--- src/rtl/syssram_pkg.sv ---
// Shared definitions for the system SRAM port controller: SRAM geometry,
// the response record carried through the response buffer, and a byte-lane
// extraction helper.
package syssram_pkg;

  localparam int SYSSRAM_ADDR_W   = 12;
  localparam int SYSSRAM_DATA_W   = 32;
  localparam int SYSSRAM_LANES    = 4;
  localparam int SYSSRAM_SOURCE_W = 4;

  // One response as it sits in the buffer or is presented on the D channel.
  typedef struct packed {
    logic                        write;
    logic [SYSSRAM_SOURCE_W-1:0] source;
    logic [SYSSRAM_DATA_W-1:0]   data;
  } resp_t;

  // Byte `lane` of a data word (lane 0 = bits [7:0]).
  function automatic logic [7:0] lane_byte(input logic [SYSSRAM_DATA_W-1:0] word,
                                           input int lane);
    return word[8*lane +: 8];
  endfunction

endpackage

--- src/rtl/syssram_resp_fifo.sv ---
// In-order circular response buffer. The head entry is visible
// combinationally on o_head; o_count reports occupancy. The parent never
// pushes when full and never pops when empty.
module syssram_resp_fifo
  import syssram_pkg::*;
#(
  parameter  int DEPTH = 2,
  localparam int CNT_W = $clog2(DEPTH + 1),
  localparam int PTR_W = (DEPTH > 1) ? $clog2(DEPTH) : 1
) (
  input  logic             clock,
  input  logic             reset,
  input  logic             i_push,
  input  resp_t            i_data,
  input  logic             i_pop,
  output resp_t            o_head,
  output logic [CNT_W-1:0] o_count
);

  resp_t            r_mem [DEPTH];
  logic [PTR_W-1:0] r_wr_ptr;
  logic [PTR_W-1:0] r_rd_ptr;
  logic [CNT_W-1:0] r_count;

  // Pointers wrap explicitly so DEPTH need not be a power of two.
  function automatic logic [PTR_W-1:0] next_ptr(input logic [PTR_W-1:0] p);
    return (p == PTR_W'(DEPTH - 1)) ? '0 : p + 1'b1;
  endfunction

  // Storage write; contents need no reset because r_count gates visibility.
  always_ff @(posedge clock) begin
    if (i_push) begin
      r_mem[r_wr_ptr] <= i_data;
    end
  end

  // Pointer and occupancy tracking; push+pop together leaves count unchanged.
  always_ff @(posedge clock or posedge reset) begin
    if (reset) begin
      r_wr_ptr <= '0;
      r_rd_ptr <= '0;
      r_count  <= '0;
    end else begin
      if (i_push) begin
        r_wr_ptr <= next_ptr(r_wr_ptr);
      end
      if (i_pop) begin
        r_rd_ptr <= next_ptr(r_rd_ptr);
      end
      if (i_push && !i_pop) begin
        r_count <= r_count + 1'b1;
      end else if (!i_push && i_pop) begin
        r_count <= r_count - 1'b1;
      end
    end
  end

  assign o_head  = r_mem[r_rd_ptr];
  assign o_count = r_count;

endmodule

--- src/rtl/syssram_port_ctrl.sv ---
// Request/response front end for the byte-lane system SRAM wrapper.
// A-channel requests drive the SRAM directly in the cycle they fire; the
// response (read data or write ack) is either handed straight to the D
// channel or parked in a small in-order buffer. Requests are only accepted
// when a buffer slot is guaranteed for every access still in flight, so the
// SRAM side never has to stall.
// Optional macro SYSSRAM_CTRL_RESP_PIPE_EN adds a register on the SRAM read
// data path (2-cycle response latency, two accesses in flight).
module syssram_port_ctrl
  import syssram_pkg::*;
#(
  parameter int ADDR_W     = SYSSRAM_ADDR_W,
  parameter int SOURCE_W   = SYSSRAM_SOURCE_W,
  parameter int RESP_DEPTH = 2
) (
  input  logic                clock,
  input  logic                reset,
  // A channel (requests)
  input  logic                a_valid,
  output logic                a_ready,
  input  logic                a_write,
  input  logic [ADDR_W-1:0]   a_addr,
  input  logic [31:0]         a_data,
  input  logic [3:0]          a_mask,
  input  logic [SOURCE_W-1:0] a_source,
  // D channel (responses)
  output logic                d_valid,
  input  logic                d_ready,
  output logic                d_write,
  output logic [31:0]         d_data,
  output logic [SOURCE_W-1:0] d_source,
  // SRAM macro
  output logic [ADDR_W-1:0]   sram_addr,
  output logic                sram_en,
  output logic                sram_wmode,
  output logic [7:0]          sram_wdata_b0,
  output logic [7:0]          sram_wdata_b1,
  output logic [7:0]          sram_wdata_b2,
  output logic [7:0]          sram_wdata_b3,
  output logic [3:0]          sram_wmask,
  input  logic [7:0]          sram_rdata_b0,
  input  logic [7:0]          sram_rdata_b1,
  input  logic [7:0]          sram_rdata_b2,
  input  logic [7:0]          sram_rdata_b3
);

  localparam int              CNT_W   = $clog2(RESP_DEPTH + 1);
  localparam logic [CNT_W:0]  DEPTH_L = (CNT_W + 1)'(RESP_DEPTH);

  logic                w_fire;
  logic [31:0]         w_rdata;
  logic [7:0]          w_wdata_lane [SYSSRAM_LANES];
  logic [CNT_W-1:0]    w_count;
  logic [CNT_W:0]      w_inflight_cnt;
  logic [CNT_W:0]      w_used;
  logic                w_empty;
  logic                w_rsp_valid;
  logic                w_rsp_write;
  logic [SOURCE_W-1:0] w_rsp_source;
  logic [31:0]         w_rsp_rdata;
  resp_t               w_rsp;
  resp_t               w_head;
  logic                w_bypass;
  logic                w_push;
  logic                w_pop;

  // ---------------------------------------------------------------------
  // Credit and SRAM drive. a_ready depends only on registered occupancy
  // (plus reset), never on d_ready.
  // ---------------------------------------------------------------------
  assign w_used  = {1'b0, w_count} + w_inflight_cnt;
  assign a_ready = (w_used < DEPTH_L) && !reset;
  assign w_fire  = a_valid && a_ready;

  assign sram_en    = w_fire;
  assign sram_wmode = w_fire && a_write;
  assign sram_wmask = (w_fire && a_write) ? a_mask : 4'h0;
  assign sram_addr  = reset ? '0 : a_addr;

  for (genvar gi = 0; gi < SYSSRAM_LANES; gi++) begin : g_lane
    assign w_wdata_lane[gi] = reset ? 8'h00 : lane_byte(a_data, gi);
  end

  assign sram_wdata_b0 = w_wdata_lane[0];
  assign sram_wdata_b1 = w_wdata_lane[1];
  assign sram_wdata_b2 = w_wdata_lane[2];
  assign sram_wdata_b3 = w_wdata_lane[3];

  assign w_rdata = {sram_rdata_b3, sram_rdata_b2, sram_rdata_b1, sram_rdata_b0};

`ifdef SYSSRAM_CTRL_RESP_PIPE_EN
  // ---------------------------------------------------------------------
  // Two-stage in-flight tracker: stage 0 is the SRAM access cycle, stage 1
  // lines up with the re-registered read data.
  // ---------------------------------------------------------------------
  logic [1:0]          r_if_valid;
  logic [1:0]          r_if_write;
  logic [SOURCE_W-1:0] r_if_source0;
  logic [SOURCE_W-1:0] r_if_source1;
  logic [31:0]         r_rdata_reg;

  if (RESP_DEPTH < 3) begin : g_depth_chk
    $error("syssram_port_ctrl: RESP_DEPTH must be at least 3 with the response pipe");
  end

  // Shift access metadata through both stages and retime the SRAM read data.
  always_ff @(posedge clock or posedge reset) begin
    if (reset) begin
      r_if_valid   <= 2'b00;
      r_if_write   <= 2'b00;
      r_if_source0 <= '0;
      r_if_source1 <= '0;
      r_rdata_reg  <= '0;
    end else begin
      r_if_valid   <= {r_if_valid[0], w_fire};
      r_if_write   <= {r_if_write[0], a_write};
      r_if_source0 <= a_source;
      r_if_source1 <= r_if_source0;
      r_rdata_reg  <= w_rdata;
    end
  end

  assign w_inflight_cnt = (CNT_W + 1)'(r_if_valid[0]) + (CNT_W + 1)'(r_if_valid[1]);
  assign w_rsp_valid    = r_if_valid[1];
  assign w_rsp_write    = r_if_write[1];
  assign w_rsp_source   = r_if_source1;
  assign w_rsp_rdata    = r_rdata_reg;
`else
  // ---------------------------------------------------------------------
  // Single in-flight slot: the response is formed the cycle after the fire
  // directly from the SRAM read data.
  // ---------------------------------------------------------------------
  logic                r_if_valid;
  logic                r_if_write;
  logic [SOURCE_W-1:0] r_if_source;

  // Remember whether an access was issued last cycle and its metadata.
  always_ff @(posedge clock or posedge reset) begin
    if (reset) begin
      r_if_valid  <= 1'b0;
      r_if_write  <= 1'b0;
      r_if_source <= '0;
    end else begin
      r_if_valid <= w_fire;
      if (w_fire) begin
        r_if_write  <= a_write;
        r_if_source <= a_source;
      end
    end
  end

  assign w_inflight_cnt = {{CNT_W{1'b0}}, r_if_valid};
  assign w_rsp_valid    = r_if_valid;
  assign w_rsp_write    = r_if_write;
  assign w_rsp_source   = r_if_source;
  assign w_rsp_rdata    = w_rdata;
`endif

  // Build the response record; write acks carry zero data.
  always_comb begin
    w_rsp        = '0;
    w_rsp.write  = w_rsp_write;
    w_rsp.source = SYSSRAM_SOURCE_W'(w_rsp_source);
    w_rsp.data   = w_rsp_write ? 32'h0 : w_rsp_rdata;
  end

  // ---------------------------------------------------------------------
  // Bypass/buffer steering. A fresh response may only skip the buffer when
  // the buffer is empty, which keeps responses strictly in order.
  // ---------------------------------------------------------------------
  assign w_empty  = (w_count == '0);
  assign w_bypass = w_rsp_valid && w_empty && d_ready;
  assign w_push   = w_rsp_valid && !w_bypass;
  assign w_pop    = !w_empty && d_ready;

  syssram_resp_fifo #(
    .DEPTH (RESP_DEPTH)
  ) u_resp_fifo (
    .clock   (clock),
    .reset   (reset),
    .i_push  (w_push),
    .i_data  (w_rsp),
    .i_pop   (w_pop),
    .o_head  (w_head),
    .o_count (w_count)
  );

  assign d_valid = !w_empty || w_rsp_valid;

  // D channel shows the buffer head first, else the fresh response, else zeros.
  always_comb begin
    d_write  = 1'b0;
    d_data   = 32'h0;
    d_source = '0;
    if (!w_empty) begin
      d_write  = w_head.write;
      d_data   = w_head.data;
      d_source = SOURCE_W'(w_head.source);
    end else if (w_rsp_valid) begin
      d_write  = w_rsp.write;
      d_data   = w_rsp.data;
      d_source = SOURCE_W'(w_rsp.source);
    end
  end

endmodule

--- config.mk ---
export PLATFORM = sky130hd
export DESIGN_NAME = syssram_port_ctrl
export DESIGN_NICKNAME = d
export VERILOG_FILES = /design/src/rtl/syssram_pkg.sv /design/src/rtl/syssram_resp_fifo.sv /design/src/rtl/syssram_port_ctrl.sv
export SDC_FILE = /design/constraint.sdc
export NUM_CORES = 1
export LEC_CHECK = 0
export ABC_AREA = 1
export CORE_MARGIN = 2
export CORE_UTILIZATION = 40
export DETAILED_ROUTE_END_ITERATION = 10
export PLACE_DENSITY = 0.8
export SYNTH_ARGS = -nofsm -noshare
export SYNTH_HDL_FRONTEND = slang
export SYNTH_SLANG_ARGS = --single-unit
--- constraint.sdc ---
create_clock -name clock -period 3.76 [get_ports clock]
set_input_delay 0.752 -clock clock [delete_from_list [all_inputs] [get_ports clock]]
set_output_delay 0.752 -clock clock [all_outputs]
set_load 0.05 [all_outputs]
Yosys cells after proc, flatten, opt, wreduce, memory -nomap -nowiden
Memory sizes are Yosys's and may differ from the RTL's.
Index checks and enable logic that the tools add are counted.

storage, ports and cells
  register bits after elaboration = 10
  memory bits (writable) = 74
  bits of input ports = 89
  output and inout port bits = 89
  word-level logic and storage cells = 49
  memories kept = 1

memories
  name               words  bits a word  rd ports  clocked after memory_dff  wr ports  line                     source
  u_resp_fifo.r_mem  2      37           1         0                         1         syssram_resp_fifo.sv:20  resp_t r_mem [DEPTH];

operators by class
  $add $sub $neg = 5
  order comparisons = 1
  muxes and demuxes = 19
  reduce and logical (&&, ||, !) cells = 17

operators with widths
  operator             count
  $mux 32              3
  $mux 8               4
  $mux 12              1
  $mux 4               3
  $logic_and 1x1->1    9
  $mux 1               6
  $logic_not 1->1      5
  $mux 2               2
  $add 2x1->3          1
  $lt 3x2->1 const B   1
  $add 1x1->1 const B  2
  $add 2x1->2 const B  1
  $logic_not 2->1      1
  $reduce_bool 2->1    1
  $sub 2x1->2 const B  1
  $logic_or 1x1->1     1

Longest topological paths before layout
  word-level depth = 9
  mapped depth = 7
  mapped depth without buffers = 6

Modules after synthesis
From an unflattened synthesis, not the netlist that was laid out.

second synthesis, totals
  cells, all modules = 429
  area, all modules = 4309.1 um2

by module, submodules not included
  module             times used  cells an instance  area an instance (um2)  sequential area each (um2)
  syssram_resp_fifo  1           139                2955.3                  2322.2
  syssram_port_ctrl  1           290                1353.8                  150.1

Least setup slack after synthesis
Ideal clock, no wire load.

  path type = input port to flip-flop
  start point = in d_ready
  end point = mem u_resp_fifo.r_mem[1][0] (netlist bit), enable pin
  arrival time = 2494 ps
  required time = 3329 ps
  setup slack = 835 ps
  stages on the path = 3
  path through = inv_1 > o21ai_1 > nor2_1

on the way
  longest elaborated chain between the ends = 5

ends and longest elaborated chain
  what                          line                      source
  from (decl)                   syssram_port_ctrl.sv:28   input logic d_ready,
  $logic_and 1x1->1             syssram_port_ctrl.sv:172  assign w_bypass = w_rsp_valid && w_empty && d_ready;
  $logic_not 1->1               syssram_port_ctrl.sv:173  assign w_push = w_rsp_valid && !w_bypass;
  $logic_and 1x1->1             syssram_port_ctrl.sv:173
  $mux 1                        syssram_resp_fifo.sv:32   if (i_push) begin
  $mux 1 (not written as such)  syssram_resp_fifo.sv:33   r_mem[r_wr_ptr] <= i_data;
  to (decl)                     syssram_resp_fifo.sv:20

Every way passes these cells.

Final worst setup path
  start point = reg u_resp_fifo.r_count[0] (netlist: u_resp_fifo.o_count[0])
  end point = out d_data[26]

on the way
  longest elaborated chain between the ends = 2

ends and longest elaborated chain
  what                    line                      source
  from (decl)             syssram_resp_fifo.sv:23   logic [CNT_W-1:0] r_count;
  from (signal assigned)  syssram_resp_fifo.sv:51   r_count <= r_count + 1'b1;
  from (signal assigned)  syssram_resp_fifo.sv:53   r_count <= r_count - 1'b1;
  $logic_not 2->1         syssram_port_ctrl.sv:171  assign w_empty = (w_count == '0);
  $mux 32                 syssram_port_ctrl.sv:195  if (!w_empty) begin
  to (decl)               syssram_port_ctrl.sv:30   output logic [31:0] d_data,

Every way passes these cells.

==> results_dict.tcl <==
set metrics [dict create \
    die_y_microns 104 \
    clock_path_buffers 2 \
    wire_per_inst_microns 15.5 \
    initial_utilization_pct 41.1 \
    cts_tree "built" \
    required_ps 3010 \
    syn_nets 521 \
    finalPower_mw 4.65 \
    dp_cells 723 \
    synthTopCellsByCount "inv_1 (90), nor2_1 (86), edfxtp_1 (74), nand2_1 (49), o22ai_1 (36)" \
    ys_async_sr_fraction_pct 11.9 \
    holdWs_ps 488 \
    sequentialPowerShare_pct 27.8 \
    swShare_pct 49.5 \
    ir_worst_vdd_uv 378 \
    dp_hpwl_mm 8.26 \
    wl_met1_mm 4.32 \
    status "finished clean" \
    cp-end-kind "primary output" \
    grtUsageTotal_pct 22.1 \
    drc_errors 0 \
    num_io_pins 178 \
    yosysMostFrequentCell "inv_1" \
    yosys_register_bits 84 \
    cts_root_buf "clkbuf_8" \
    postCtsSetupRepairBufs 0 \
    numClockSinks 84 \
    intPower_mw 2.35 \
    overflow 0 \
    dieArea_sq_um 10900 \
    postLayoutCoreUtil_pct 67.5 \
    drive_above_1_share_pct 13.9 \
    wl_met2_mm 6.06 \
    path_clk_slew_ps 80 \
    pwr-share-comb_pct 59.0 \
    critPathMaxFanout 40 \
    power.switching_mw 2.30 \
    clkPwrFrac_pct 13.3 \
    post-place-ws_ps 623 \
    maxCapViolCount 0 \
    rows 36 \
    hold_viol 0 \
    hp-class "flop to flop" \
    synth_edf_count 74 \
    die_w_microns 104 \
    pwr_density_cell_nw_per_um2 705 \
    fin_setup_tns_ps 0 \
    report.final.setup_viol 0 \
    slew_headroom_pct 52.4 \
    p_leak_nw 2.84 \
    topRoutingLayerUsed "met4" \
    core_sq_um 9770 \
    period_share_pct 92.8 \
    max_freq_ghz 0.287 \
    finalMaxSlewViolations 0 \
    rsz0062_at_grt "false" \
    cts_inserted_buffers 9 \
    synth_top_area_cell "edfxtp_1" \
    synth_area_leaders "edfxtp_1 (55%), inv_1 (8.4%), nor2_1 (8.0%)" \
    first_pass_iters 4 \
    first_iter_violations 209 \
    fin_nets 690 \
    wirelength_mm 11.4 \
    htreeDepth 3 \
    synthesis.area_sq_um 4020 \
    grt_max_degree 46 \
    netlist-cell-type-count 26 \
    grt_pass1_vias 3807 \
    max_slew.worst_pin.slew_ps 712 \
    seq_area_frac_synth_pct 61.6 \
    synth_top_area_share_pct 55.3 \
    avgSynthCellArea_sq_um 9.30 \
    placed_area_sq_um 6400 \
    dr_wl_met3_microns 835 \
    antenna_found_initial 0 \
    worst-setup-path-type "flop to primary output" \
    clock_latency_ps 360 \
    yosys_most_used_dff "edfxtp_1" \
    diodes 0 \
    stdcell_count 739 \
    drtAntennaViolNets 0 \
    setup_slack_ps 272 \
    place_congestion 0.821 \
    layout_min_cycle_time_ps 3490 \
    skew_ps 16.0 \
    grt_pass1_wl_mm 18.7 \
    ctsHoldBuffers 0 \
    syn_inst 432 \
    cts_resized 0 \
    final_area_sq_um 6600 \
    crit_arrival_ps 2740 \
    start_kind "flop" \
    port_buffers 177 \
    ys_warn_count 0 \
    area_growth_pct 64.3 \
    viasPerCell 4.78 \
    num_vias 3531 \
]
## layout make-up
type                            count  area [sq um]
Clock inverter                      7          70.1
Clock buffer                        9           124
Multi-Input combinational cell    229          1060
Timing Repair Buffer              182          2340
Sequential cell                    84          2470
Tap cell                          133           166
Inverter                           95           359
Fill cell                         720          3180
## state kept, by name, indices dropped and copies added (netlist names)
register and cells:
u_resp_fifo.r_mem 74, r_if_source 4, u_resp_fifo.o_count 2, r_if_valid 1, r_if_write 1, u_resp_fifo.r_rd_ptr 1, u_resp_fifo.r_wr_ptr 1
## worst max-delay path: stages (launching register included)
cell	delay [ps]
dfrtp_1	500
inv_2	70
nand2_2	530
o21ai_0	250
o22ai_1	180
clkdlybuf4s50_1	850
## logic make-up (layout without fill, tap and decap cells)
family,after synthesis,in the layout,synth area share [%]
and+or+nand+nor,146,146,14.7
buffers and inverters,119,293,12.2
DFF,84,84,61.6
AOI/OAI and AO/OA,82,82,11.3
xor gates and xnor gates,1,1,0.218
## path summary, 6_finish.rpt
path                       depth (start not counted)                          startpoint  slack [ps]                                  to
setup / recovery                                   5  u_resp_fifo.o_count[0]$_DFFE_PP0P_         270                          d_data[26]
max in group asynchronous                          3                               reset        2330    u_resp_fifo.r_wr_ptr$_DFFE_PP0P_
hold / removal                                     2    u_resp_fifo.r_wr_ptr$_DFFE_PP0P_         490    u_resp_fifo.r_wr_ptr$_DFFE_PP0P_
setup reg to reg                                   5  u_resp_fifo.o_count[0]$_DFFE_PP0P_        1370  u_resp_fifo.r_mem[1][34]$_DFFE_PP_
hold reg to reg                                    2    u_resp_fifo.r_wr_ptr$_DFFE_PP0P_         490    u_resp_fifo.r_wr_ptr$_DFFE_PP0P_
min in group asynchronous                          3                               reset        1140          r_if_source[0]$_DFFE_PP0P_
## power by group through the flow
| stage | Combinational, mW | Clock, mW | Sequential [mW] |
|---|---|---|---|
| 2_1_floorplan | 1.83 | 0 | 1.29 |
| 5_1_grt | 2.90 | 0.667 | 1.30 |
| 3_3_place_gp | 2.71 | 0 | 1.30 |
| 4_1_cts | 2.76 | 0.630 | 1.29 |
| 3_5_place_dp | 2.74 | 0 | 1.31 |
| 6_report | 2.74 | 0.617 | 1.29 |
## cell usage in the layout, fill, tap and decap left out, drive strengths merged
cell type,synthesis,routed
clkinvlp,0,3
clkdlybuf4s50,0,126
o21ai,44,44
nor2,88,88
clkinv,1,2
edfxtp,74,74
nand4,1,1
clkbuf,6,9
a21oi,2,2
nand2,52,52
nor3,1,1
nand3,4,4
dfrtp,10,10
o22ai,36,36
xor2,1,1
buf,18,56
inv,94,97
## per-layer routing
| metal | up-vias | GRT usage [%] |
|---|---|---|
| li1 | 1729 | - |
| met1 | 1632 | 23.7 |
| met2 | 156 | 41.1 |
| met3 | 14 | 5.95 |
| met4 | 0 | 8.69 |
| met5 | - | 0 |
Power figures use the tool's default switching activity.
